--- src/rtl/sha_out_pkg.sv ---
// Shared types and sizes for the SHA output-path sequencing logic.
package sha_out_pkg;

    localparam int unsigned DIGEST_W = 256;
    localparam int unsigned WORD_W   = 32;
    localparam int unsigned NWORDS   = 8;

    typedef enum logic [1:0] {
        COLLECT = 2'd0,
        CHECK   = 2'd1,
        PRESENT = 2'd2
    } state_e;

endpackage

--- src/rtl/sha_target_cmp.sv ---
// Unsigned less-or-equal comparator between an assembled digest and the mining target.
module sha_target_cmp
    import sha_out_pkg::*;
#(
    parameter int unsigned W = DIGEST_W
) (
    input  logic [W-1:0] digest,
    input  logic [W-1:0] target,
    output logic         le
);

    assign le = (digest <= target);

endmodule

--- src/rtl/sha_output_ctrl.sv ---
// Sequences word transfers into the digest shift register, checks the digest
// against the target and presents the hit flag over a valid/ready handshake.
module sha_output_ctrl #(
    parameter int unsigned NWORDS = 8,
    parameter int unsigned WORD_W = 32
) (
    input  logic                     clk,
    input  logic                     rst,
    input  logic                     clear,
    input  logic                     word_valid,
    output logic                     word_ready,
    output logic                     shift_enable,
    input  logic [NWORDS*WORD_W-1:0] digest_in,
    input  logic [NWORDS*WORD_W-1:0] target,
    output logic                     digest_valid,
    input  logic                     digest_ready,
    output logic                     hit,
    output logic [2:0]               word_count,
    output logic                     busy
);

    import sha_out_pkg::*;

    localparam logic [1:0] ST_COLLECT = COLLECT;
    localparam logic [1:0] ST_CHECK   = CHECK;
    localparam logic [1:0] ST_PRESENT = PRESENT;
    localparam logic [2:0] LAST_WORD  = 3'(NWORDS - 1);

    logic [1:0] state;
    logic       le;
    logic       xfer;

    sha_target_cmp #(
        .W(NWORDS * WORD_W)
    ) u_cmp (
        .digest(digest_in),
        .target(target),
        .le    (le)
    );

    // Gating with rst keeps the strobe quiet while reset is held.
    assign word_ready   = (state == ST_COLLECT) && !rst;
    assign xfer         = word_valid && word_ready && !clear;
    assign shift_enable = xfer;
    assign digest_valid = (state == ST_PRESENT);
    assign busy         = (word_count != '0) || (state != ST_COLLECT);

    always_ff @(posedge clk or posedge rst) begin
        if (rst) begin
            state      <= ST_COLLECT;
            word_count <= '0;
            hit        <= 1'b0;
        end else if (clear) begin
            state      <= ST_COLLECT;
            word_count <= '0;
            hit        <= 1'b0;
        end else begin
            case (state)
                ST_COLLECT: begin
                    if (xfer) begin
                        if (word_count == LAST_WORD) begin
                            word_count <= '0;
                            state      <= ST_CHECK;
                        end else begin
                            word_count <= word_count + 3'd1;
                        end
                    end
                end
                ST_CHECK: begin
                    hit   <= le;
                    state <= ST_PRESENT;
                end
                ST_PRESENT: begin
                    if (digest_ready) begin
                        state <= ST_COLLECT;
                    end
                end
                default: begin
                    state <= ST_COLLECT;
                end
            endcase
        end
    end

endmodule

--- config.mk ---
export PLATFORM = sky130hd
export DESIGN_NAME = sha_output_ctrl
export DESIGN_NICKNAME = d
export VERILOG_FILES = /design/src/rtl/sha_out_pkg.sv /design/src/rtl/sha_target_cmp.sv /design/src/rtl/sha_output_ctrl.sv
export SDC_FILE = /design/constraint.sdc
export NUM_CORES = 1
export LEC_CHECK = 0
export ABC_AREA = 1
export BUFFER_PORTS_ARGS = -buffer_cell sky130_fd_sc_hd__buf_4
export CELL_PAD_IN_SITES_DETAIL_PLACEMENT = 0
export CELL_PAD_IN_SITES_GLOBAL_PLACEMENT = 1
export CORE_AREA = 3 3 205 207
export CTS_CLUSTER_SIZE = 28
export DETAILED_ROUTE_END_ITERATION = 8
export DIE_AREA = 0 0 208 210
export PLACE_DENSITY = 0.58
export SYNTH_ARGS = -nofsm -noshare
export SYNTH_HDL_FRONTEND = slang
export SYNTH_SLANG_ARGS = --single-unit
--- constraint.sdc ---
create_clock -name clk -period 1.35 [get_ports clk]
set_clock_uncertainty 0.1 [all_clocks]
set_input_delay 0.27 -clock clk [delete_from_list [all_inputs] [get_ports clk]]
set_output_delay 0.27 -clock clk [all_outputs]
set_load 0.02 [all_outputs]
==> key figures, run 1 <==
Outcome
  • Status: finished, violations left
  • Failing checks: negative setup slack

Synthesis
  • YS warnings: 0
  • Post-synth top cells: inv_1 (303), ha_1 (259), nand2_1 (213)
  • Yosys reg bits: 6
  • Ys async rst share: 100%
  • Most frequent cell after synthesis: inv_1
  • Sequential share of the synthesized area: 2.10%
  • EDFF count, synth: 0
  • Most common flop cell mapped by yosys: dfrtp_1
  • Cell taking the most area after synthesis: ha_1
  • Syn_nets: 1897
  • Top cells by area, synth: ha_1 (45%), inv_1 (16%), nand2_1 (11%)
  • Mapped Cells: 1121
  • Post-synth design cell area: 7160 sq um
  • Synth top area share: 45.3%
  • Synth Area per Inst: 6.39 sq um
  • Synth unique cells: 30

Timing
  • Final worst slack: -0.589 ns
  • Worst-Margin Slew: 0.409 ns
  • Max frequency: 516 MHz
  • Slew Limit Fails: 0
  • Slew margin rel.: 72.6%
  • Final hold violations: 0
  • Period utilisation layout: 144%
  • RSZ-0062 raised after global routing: true
  • Tmin final: 1.94 ns
  • Setup violations, final: 6

Die
  • Die height: 210 um
  • Starting Density: 17.7%
  • Site row count: 74
  • Core Area: 40600 sq um
  • I/O pin count: 525
  • Die width: 208 um
  • Die area: 43700 sq um

Detailed routing
  • Final WL: 33000 um
  • Wire length per cell: 14.8 um
  • Vias per cell: 4.00
  • Starting DRT DRC Count: 202
  • Post-route ant nets: 0
  • Pre-antenna DRT Iters: 4
  • Via count: 8927
  • Drc violations: 0

Place
  • Routability cong.: 0.839
  • PortBufs: 524
  • Dpl hpwl: 31400 um

Critical path
  • Worst path max stage delay: 0.27 ns
  • CP Buf/Inv Count: 3
  • CP arrival: 1.96 ns
  • Critical path's most frequent cell: nand2_1
  • Critical path required time: 1.37 ns
  • Crit-path cells: buf_8 -> inv_6 -> ha_4 -> nand2_4 -> nor2_4 -> nor3b_4 -> nor3b_4 -> nand3_2 -> nor3_2 -> buf_4 -> nand2_1 -> nand2_1 -> nand2_1 -> nand2_1 -> nand2_1
  • Worst setup SP type: input pin
  • Worst path slowest cell: ha_4
  • CP top delay family: simple AND/OR/NAND/NOR gates
  • CP Max Fanout: 2
  • Nature of the critical path endpoint: flip-flop
  • CP Class: input pin to flip-flop

Clock network
  • Worst skew pair latency: 0.23 ns
  • Reg clk slew, reported paths: 0.04 ns
  • CTS Sinks: 6
  • TritonCTS clock tree: yes
  • # H-tree levels: 1
  • Root Buffer: clkbuf_16
  • Clk buf depth: 2
  • TritonCTS buffer count: 3

Cells and area
  • Share of cells above drive strength 1: 40.9%
  • Utilization after layout: 31.8%
  • Layout area overhead: 80.2%
  • Fin nets: 2475

GRT
  • Number of antenna violations at the first check in global routing: 1
  • GRT overflow: 0
  • Largest net degree at the start of global routing: 7
  • First-pass GRT wire length: 49600 um
  • Gr usage total: 14.2%
  • Vias in the first global route: 9376

Power and ir drop
  • Total chip power: 4100 uW
  • Leakage: 0.00764 uW
  • Power Density: 318 nW/um^2
  • Peak supply drop: 0.266 mV

Min path
  • Min-delay worst type: input pin to flip-flop

Job
  • Max-cap violations: 0
-- worst paths after layout --
| kind | start | end | slack, ns | depth (start not counted) |
|---|---|---|---|---|
| worst min register to register | hit | hit | 0.45 | 2 |
| min in group asynchronous | rst | state[0] | 0.45 | 3 |
| worst min-delay path | digest_ready | state[0] | 0.15 | 2 |
| worst max-delay path | target[157] | hit | -0.59 | 15 |
| max in group asynchronous | rst | word_count[0] | 0.49 | 3 |
| worst max register to register | word_count[0] | state[0] | -0.08 | 5 |
-- layer usage --
layer / up-vias / share of wire (%) / track usage [%]
met5: - / 0 / 0
li1: 4770 / - / -
met1: 3840 / 38 / 15.5
met3: 14 / 7.7 / 3.51
met2: 303 / 54 / 28.5
met4: 0 / 0.80 / 1.53
-- layout by cell type (no fill, tap or decap), types with 2 or more instances in the layout --
master / n
a21o_1: 2
a21oi_1: 118
a21oi_2: 4
buf_4: 550
buf_6: 19
buf_8: 3
clkbuf_16: 3
dfrtp_1: 6
ha_1: 230
ha_2: 2
ha_4: 27
inv_1: 282
inv_2: 17
inv_4: 6
inv_6: 2
nand2_1: 202
nand2_2: 12
nand3_1: 25
nand3_2: 4
nand3_4: 2
nand3b_1: 3
nand4_1: 23
nand4_2: 2
nand4_4: 2
nor2_1: 52
nor2_2: 13
nor2_4: 10
nor3_1: 4
nor3_2: 9
nor3_4: 3
nor3b_4: 2
nor4_1: 2
o211ai_1: 3
o21a_1: 9
o21ai_0: 24
o21ai_1: 10
o21bai_1: 3
-- per-stage QoR --
stage                     std cells  setup WS, ns  hold WS, ns  cell area (sq um)  setup TNS [ns]
after floorplan                1121        -0.416      -0.0390               7340           -1.29
after global placement         2214        -0.957        0.153              12200          -0.982
after CTS                      2226        -0.583        0.138              12800           -1.06
after detailed placement       2214        -0.980        0.136              12200          -0.991
final                          2230        -0.589        0.146              12900           -1.15
after global routing           2230        -0.721        0.159              12900           -1.52
-- what timing repair did --
action	in CTS	in global routing
gates resized for setup	91	21
setup buffers	8	4
pin swaps	43	26
endpoints found under the hold margin	6	0
hold buffers	1	0
endpoints found under the setup margin	6	8
-- power breakdown --
part	internal (uW)	switching [uW]
Sequential	184	3.81
Combinational	1940	1480
Clock	381	110
-- state kept, by name, indices dropped and copies added, names as in the netlist --
register	flops
word_count	3
hit	1
state	2
-- final cells by class --
class                           instances  area (sq um)
Fill cell                            4423         27700
Multi-Input combinational cell        807          6410
Timing Repair Buffer                  573          4400
Inverter                              308          1190
Tap cell                              532           666
Sequential cell                         6           150
Clock buffer                            3          75.1
Antenna cell                            1          2.50
-- logic make-up (layout without fill, tap and decap cells) --
| logic type | count (synthesis) | after routing | share of synthesized area (%) |
|---|---|---|---|
| AND/OR/NAND/NOR | 373 | 373 | 23.6 |
| buffers and inverters | 308 | 884 | 16.2 |
| adder cells (fa/ha/maj) | 259 | 259 | 45.3 |
| AO/OA/AOI/OAI | 175 | 175 | 12.9 |
| flip-flops | 6 | 6 | 2.10 |
| other | 0 | 1 | 0 |
Power figures use the tool's default switching activity.
==> inputs of run 2 (changes only) <==
--- a/config.mk
+++ b/config.mk
@@ -14,6 +14,8 @@
 export DETAILED_ROUTE_END_ITERATION = 8
 export DIE_AREA = 0 0 208 210
 export PLACE_DENSITY = 0.58
+export SETUP_SLACK_MARGIN = 0.4
+export SKIP_LAST_GASP = 1
 export SYNTH_ARGS = -nofsm -noshare
 export SYNTH_HDL_FRONTEND = slang
 export SYNTH_SLANG_ARGS = --single-unit
==> key figures, run 2 (synthesis gave the netlist of run 1 again) <==
Critical path
  • CP Class: input pin to flip-flop
  • CP arrival: 1.89 ns (-0.07 ns)
  • R2r startpoint: state[1]
  • Worst setup SP type: input pin
  • Crit path launch: digest_in[95]
  • CP Max Fanout: 2 (unchanged)
  • Critical path required time: 1.36 ns (about the same)
  • Nature of the critical path endpoint: flip-flop

Detailed routing
  • Top sig layer: met4
  • Post-route ant nets: 0 (unchanged)
  • Wire length per cell: 14.4 um (-2.4%)
  • Vias per cell: 3.97 (-0.71%)
  • Via count: 8844 (-0.93%)
  • Starting DRT DRC Count: 201 (-0.50%)
  • WL met3: 2260 um (-11%)
  • Met2 WL post-DR: 17500 um (-1.3%)
  • Metal-1 WL: 12200 um (-2.4%)
  • Pre-antenna DRT Iters: 4 (unchanged)
  • Drc violations: 0 (unchanged)
  • Final WL: 32100 um (-2.6%)

Cells and area
  • Finished Layout Cells: 2225 (-0.22%)
  • Fin nets: 2470 (-0.20%)
  • Layout area overhead: 81.1%
  • Largest regs: word_count: 3 flops, state: 2 flops, hit: 1 flops
  • Max reg flops: 3 (unchanged)
  • Diodes inserted: 0 (-1)
  • Most frequent cells in the layout: buf_4 (533), inv_1 (279), ha_1 (229), nand2_1 (199), a21oi_1 (120)
  • FF/Latch Area: 153 sq um (+1.7%)
  • Commonest non-fill, non-tap cell in the layout: buf_4
  • Share of cells above drive strength 1: 41.2% (+0.27 points)
  • Multi-input gate area: 6460 sq um (+0.80%)
  • # fillers: 4491 (+1.5%)
  • Biggest register: word_count

Power and ir drop
  • Total chip power: 4140 uW (+0.91%)
  • Clock power frac: 12.0% (about the same)
  • Peak supply drop: 0.253 mV (-4.9%)
  • Switching pwr: 1610 uW (+0.46%)
  • Flop pwr share: 4.6% (about the same)
  • Power Density: 319 nW/um^2 (+0.41%)
  • P_int: 2530 uW (+1.2%)
  • Leakage: 0.00763 uW (-0.20%)
  • Logic gate share of total power: 83.4% (about the same)
  • Sw Ratio: 38.8% (-0.17 points)

Die
  • Die width: 208 um (unchanged)
  • Starting Density: 17.7% (unchanged)
  • Die height: 210 um (unchanged)
  • Site row count: 74 (unchanged)
  • I/O pin count: 525 (unchanged)
  • Die area: 43700 sq um (unchanged)
  • Core Area: 40600 sq um (unchanged)

GRT
  • First-pass GRT wire length: 49400 um (-0.35%)
  • Gr usage total: 14.0% (-0.20 points)
  • Vias in the first global route: 9485 (+1.2%)
  • GRT overflow: 0 (unchanged)
  • Number of antenna violations at the first check in global routing: 0 (-1)
  • Largest net degree at the start of global routing: 7 (unchanged)

Timing
  • Tmin final: 1.88 ns (-0.0586 ns)
  • Worst-Margin Slew: 0.297 ns (-0.112 ns)
  • Period utilisation layout: 139% (-4.3 points)
  • RSZ-0062 raised after global routing: true
  • Setup violations, final: 6 (unchanged)
  • Slew margin rel.: 80.2% (+7.6 points)
  • Final worst slack: -0.531 ns (+0.0586 ns)
  • Max frequency: 532 MHz (+3.1%)
  • Final hold violations: 0 (unchanged)
  • Slew Limit Fails: 0 (unchanged)

Clock network
  • TritonCTS buffer count: 3 (unchanged)
  • Clk buf depth: 2 (unchanged)
  • CTS Sinks: 6 (unchanged)
  • TritonCTS clock tree: yes
  • Root Buffer: clkbuf_16
  • # H-tree levels: 1 (unchanged)
  • Worst skew pair latency: 0.23 ns (about the same)
  • Reg clk slew, reported paths: 0.03 ns (about the same)

Place
  • Inst Count DP: 2207 (-0.32%)
  • Dpl hpwl: 30600 um (-2.4%)
  • Pre-CTS worst setup slack: -0.963 ns (+0.0171 ns)
  • PortBufs: 524 (unchanged)
  • Routability cong.: 0.892 (+6.2%)

Min path
  • Min-delay worst type: input pin to flip-flop
  • Hold path startpoint: digest_ready

Outcome
  • Failing checks: negative setup slack
  • Status: finished, violations left

Job
  • Max-cap violations: 0 (unchanged)
## run 2: path summary, 6_finish.rpt
path	to	slack, ns	cells past startpoint
min	state[0]	0.15	2
min in group asynchronous	word_count[2]	0.45	3
max reg2reg	word_count[2]	-0.02	7
min reg2reg	word_count[0]	0.49	3
max in group asynchronous	word_count[0]	0.46	3
max	hit	-0.53	16
## run 2: routing by layer
metal / GRT usage (%) / vias to the layer above
met5: 0 / -
met4: 1.19 / 0
met3: 3.02 / 10
met2: 28.6 / 296
met1: 15.3 / 3776
li1: - / 4762
## run 2: what timing repair did
item / in CTS / in global routing
hold endpoints to repair: 6 / 0
hold buffers: 1 / 0
setup endpoints to repair: 14 / 14
setup buffers: 12 / 1
gates resized for setup: 120 / 7
pin swaps: 52 / 9
## run 2: area by class of cell
class	count	share of cell area, %
well taps	532	5.13
inverters	308	9.28
flip-flops and latches	6	1.18
repair buffers	568	33.9
multi-input cells	807	49.9
clock buffers	4	0.608
## run 2: power by group through the flow
stage                     clock network, uW  logic [uW]  registers, uW
final                                   497        3450            190
after detailed placement                  0        3270            191
after floorplan                           0        1480            195
after global placement                    0        3240            192
after CTS                               511        3510            189
after global routing                    523        3970            190
## run 2: worst max-delay path, cell delays in order
cell,delay [ns]
buf_4,0.11
ha_1,0.28
nand2_1,0.08
nor2_2,0.13
nand4_1,0.14
nor2_2,0.17
nand2_1,0.08
nor3_2,0.16
buf_4,0.14
nand2_1,0.04
nand2_1,0.05
nand2_1,0.05
nand2_1,0.05
nand2_1,0.05
nand2_1,0.05
nand2_1,0.04
## run 2: stage by stage
stage | hold WS (ns) | utilization [%] | TNS (ns) | area, sq um
6_report | 0.148 | 32.0 | -1.06 | 13000
4_1_cts | 0.142 | 31.9 | -1.23 | 12900
3_5_place_dp | 0.143 | 30.1 | -0.974 | 12200
5_1_grt | 0.164 | 32.0 | -1.89 | 13000
2_1_floorplan | -0.0392 | - | -1.29 | 7370
3_3_place_gp | 0.154 | 30.1 | -0.974 | 12200
==> inputs of run 3 (changes only) <==
--- a/config.mk
+++ b/config.mk
@@ -5,15 +5,15 @@
 export SDC_FILE = /design/constraint.sdc
 export NUM_CORES = 1
 export LEC_CHECK = 0
-export ABC_AREA = 1
 export BUFFER_PORTS_ARGS = -buffer_cell sky130_fd_sc_hd__buf_4
 export CELL_PAD_IN_SITES_DETAIL_PLACEMENT = 0
 export CELL_PAD_IN_SITES_GLOBAL_PLACEMENT = 1
-export CORE_AREA = 3 3 205 207
+export CORE_AREA = 3 3 201 203
 export CTS_CLUSTER_SIZE = 28
 export DETAILED_ROUTE_END_ITERATION = 8
-export DIE_AREA = 0 0 208 210
-export PLACE_DENSITY = 0.58
+export DIE_AREA = 0 0 204 206
+export PLACE_DENSITY = 0.57
+export RECOVER_POWER = 100
 export SETUP_SLACK_MARGIN = 0.4
 export SKIP_LAST_GASP = 1
 export SYNTH_ARGS = -nofsm -noshare
==> key figures, run 3 <==
Cells and area
  • Most frequent cells in the layout: buf_4 (612), inv_1 (244), ha_1 (239), a21oi_1 (107), nand2_1 (53)
  • Diodes inserted: 0 (unchanged)
  • Fin nets: 2376 (-3.8%)
  • Largest regs: word_count: 3 flops, state: 2 flops, hit: 1 flops
  • Biggest register: word_count
  • Share of cells above drive strength 1: 44.3% (+3.2 points)
  • # fillers: 4211 (-6.2%)
  • Finished Cell Area: 12900 sq um (-0.43%)
  • Layout area overhead: 87.0%
  • Max reg flops: 3 (unchanged)
  • FF/Latch Area: 154 sq um (+0.82%)
  • Commonest non-fill, non-tap cell in the layout: buf_4
  • Multi-input gate area: 6150 sq um (-4.8%)

Clock network
  • Worst skew pair latency: 0.23 ns (about the same)
  • Reg clk slew, reported paths: 0.04 ns (about the same)
  • CTS Sinks: 6 (unchanged)
  • Clk buf depth: 2 (unchanged)
  • Root Buffer: clkbuf_16
  • TritonCTS buffer count: 3 (unchanged)
  • # H-tree levels: 1 (unchanged)
  • TritonCTS clock tree: yes

GRT
  • First-pass GRT wire length: 49400 um (about the same)
  • Largest net degree at the start of global routing: 7 (unchanged)
  • GRT overflow: 0 (unchanged)
  • Number of antenna violations at the first check in global routing: 1 (+1)
  • Vias in the first global route: 9265 (-2.3%)
  • Gr usage total: 15.0% (+0.99 points)

Critical path
  • CP Class: input pin to flip-flop
  • CP Buf/Inv Count: 1 (-1)
  • CP top delay family: compound AO/OA/AOI/OAI gates
  • Crit-path cells: buf_4 -> ha_1 -> a21o_1 -> a221o_1 -> a221o_1 -> a221oi_1 -> nand4_1 -> a211oi_2 -> a21oi_2 -> a211oi_2
  • Worst R2R End: word_count[0]
  • Worst path slowest cell: a221o_1
  • Critical path required time: 1.39 ns (+0.03 ns)
  • Worst setup SP type: input pin
  • Reg2Reg Setup Slack: -0.11 ns (-0.09 ns)
  • Worst path max stage delay: 0.36 ns (+0.08 ns)
  • Cells on worst reg2reg path: 7 (unchanged)
  • Nature of the critical path endpoint: flip-flop
  • CP arrival: 2.71 ns (+0.82 ns)
  • R2r startpoint: state[1]
  • CP Max Fanout: 2 (unchanged)

Timing
  • Slew margin rel.: 63.5% (-17 points)
  • Setup violations, final: 8 (+2)
  • Worst-Margin Slew: 0.540 ns (+0.244 ns)
  • Max frequency: 374 MHz (-30%)
  • Final hold violations: 0 (unchanged)
  • RSZ-0062 raised after global routing: true
  • Final worst slack: -1.32 ns (-0.791 ns)
  • Period utilisation layout: 198% (+59 points)
  • Tmin final: 2.67 ns (+0.791 ns)
  • Slew Limit Fails: 0 (unchanged)

Power and ir drop
  • P_int: 2600 uW (+2.6%)
  • Total chip power: 4120 uW (-0.38%)
  • Power Density: 319 nW/um^2 (about the same)
  • Logic gate share of total power: 83.3% (about the same)
  • Switching pwr: 1520 uW (-5.2%)
  • Leakage: 0.00743 uW (-2.6%)
  • Peak supply drop: 0.263 mV (+4.0%)
  • Sw Ratio: 36.9% (-1.9 points)
  • Flop pwr share: 4.6% (about the same)
  • Clock power frac: 12.1% (about the same)

Detailed routing
  • Starting DRT DRC Count: 185 (-8.0%)
  • Pre-antenna DRT Iters: 4 (unchanged)
  • Metal-1 WL: 13000 um (+6.0%)
  • WL met3: 3000 um (+33%)
  • Top sig layer: met5
  • Post-route ant nets: 0 (unchanged)
  • Drc violations: 0 (unchanged)
  • Wire length per cell: 16.1 um (+11%)
  • Via count: 8883 (+0.44%)
  • Final WL: 34100 um (+6.1%)
  • Vias per cell: 4.20 (+5.6%)
  • Met2 WL post-DR: 17600 um (+0.73%)

Min path
  • Worst Hold Depth: 2 (unchanged)
  • Min-delay worst type: input pin to flip-flop
  • Hold path startpoint: clear
  • Worst Hold End: word_count[1]

Synthesis
  • Yosys reg bits: 6 (unchanged)
  • Mapped Cells: 957 (-15%)
  • Most common flop cell mapped by yosys: dfrtp_1
  • YS warnings: 0 (unchanged)
  • Synth top area share: 47.0% (+1.7 points)
  • EDFF count, synth: 0 (unchanged)
  • Post-synth top cells: inv_1 (261), ha_1 (259), a21oi_1 (110)
  • Top cells by area, synth: ha_1 (47%), inv_1 (14%), a21oi_1 (8.0%)
  • Sequential share of the synthesized area: 2.18% (+0.078 points)
  • Syn_nets: 1733 (-8.6%)
  • Synth unique cells: 50 (+67%)
  • Post-synth design cell area: 6900 sq um (-3.6%)
  • Cell taking the most area after synthesis: ha_1
  • Synth Area per Inst: 7.21 sq um (+13%)
  • Ys async rst share: 100% (unchanged)
  • Most frequent cell after synthesis: inv_1

Die
  • Starting Density: 17.9% (+0.21 points)
  • Die width: 204 um (-1.9%)
  • Core Area: 38600 sq um (-4.7%)
  • Site row count: 72 (-2.7%)
  • Die height: 206 um (-1.9%)
  • I/O pin count: 525 (unchanged)
  • Die area: 42000 sq um (-3.8%)

Job
  • Max-cap violations: 0 (unchanged)

Place
  • Post-DP Area: 12500 sq um (+2.1%)
  • Pre-CTS worst setup slack: -1.78 ns (-0.816 ns)
  • Routability cong.: 0.817 (-8.4%)
  • PortBufs: 524 (unchanged)
  • Dpl hpwl: 32600 um (+6.5%)

Outcome
  • Status: finished, violations left
  • Failing checks: negative setup slack
[run 3: kinds of logic after synthesis]
| kind of cell | after synthesis | synth area share, % |
|---|---|---|
| simple gates | 217 | 17.9 |
| fa+ha+maj | 259 | 47.0 |
| compound gates | 214 | 18.8 |
| flops | 6 | 2.18 |
| buf+inv | 261 | 14.2 |
[run 3: worst register-to-register path, stage by stage, from the launching register on]
cell and delay [ns]:
dfrtp_1 0.41, nor3_2 0.26, nand2_2 0.13, buf_6 0.14, buf_6 0.12, nor3_2 0.10
a21oi_1 0.05, nor2_1 0.08
[run 3: worst max path at each step]
stage / start / cells past startpoint / slack, ns / to
2_1_floorplan: target[222] / 10 / -1.14 / hit
3_3_place_gp: digest_in[183] / 11 / -1.70 / hit
3_5_place_dp: digest_in[183] / 11 / -1.78 / hit
4_1_cts: target[248] / 11 / -1.28 / hit
5_1_grt: target[123] / 12 / -1.40 / hit
6_report: digest_in[25] / 10 / -1.32 / hit
[run 3: area by class of cell]
class / instances / area share (%)
tap: 518 / 5.02
clock buffer: 4 / 0.611
inverter: 261 / 7.86
multi-input combinational: 690 / 47.7
timing repair buffer: 638 / 37.6
sequential: 6 / 1.19
[run 3: per-layer routing]
metal / GRT usage [%] / vias to the layer above
met2: 29.3 / 339
li1: - / 4666
met4: 2.58 / 2
met1: 16.3 / 3854
met3: 4.03 / 22
met5: 0 / -
[run 3: per-stage QoR]
step | TNS (ns) | util (%) | instances | hold WS (ns)
after floorplan | -1.27 | - | 957 | -0.0392
after global placement | -1.70 | 32.2 | 2100 | 0.147
final | -2.26 | 33.4 | 2117 | 0.152
after CTS | -2.05 | 32.7 | 2110 | 0.165
after global routing | -2.81 | 33.4 | 2117 | 0.158
after detailed placement | -1.78 | 32.2 | 2100 | 0.145
[run 3: what timing repair did]
item                                   CTS  global route
hold buffers                             1             0
gates resized for setup                 21            47
endpoints found under the hold margin    6             0
pin swaps                                6            21
buffers inserted                         5             7
setup endpoints to repair               14            18
[run 3: power groups by stage]
stage | Sequential, uW | Combinational [uW] | Clock, uW
global route | 188 | 3900 | 526
global placement | 191 | 3340 | 0
detailed placement | 192 | 3380 | 0
finish | 188 | 3430 | 500
CTS | 189 | 3430 | 513
floorplan | 194 | 1400 | 0
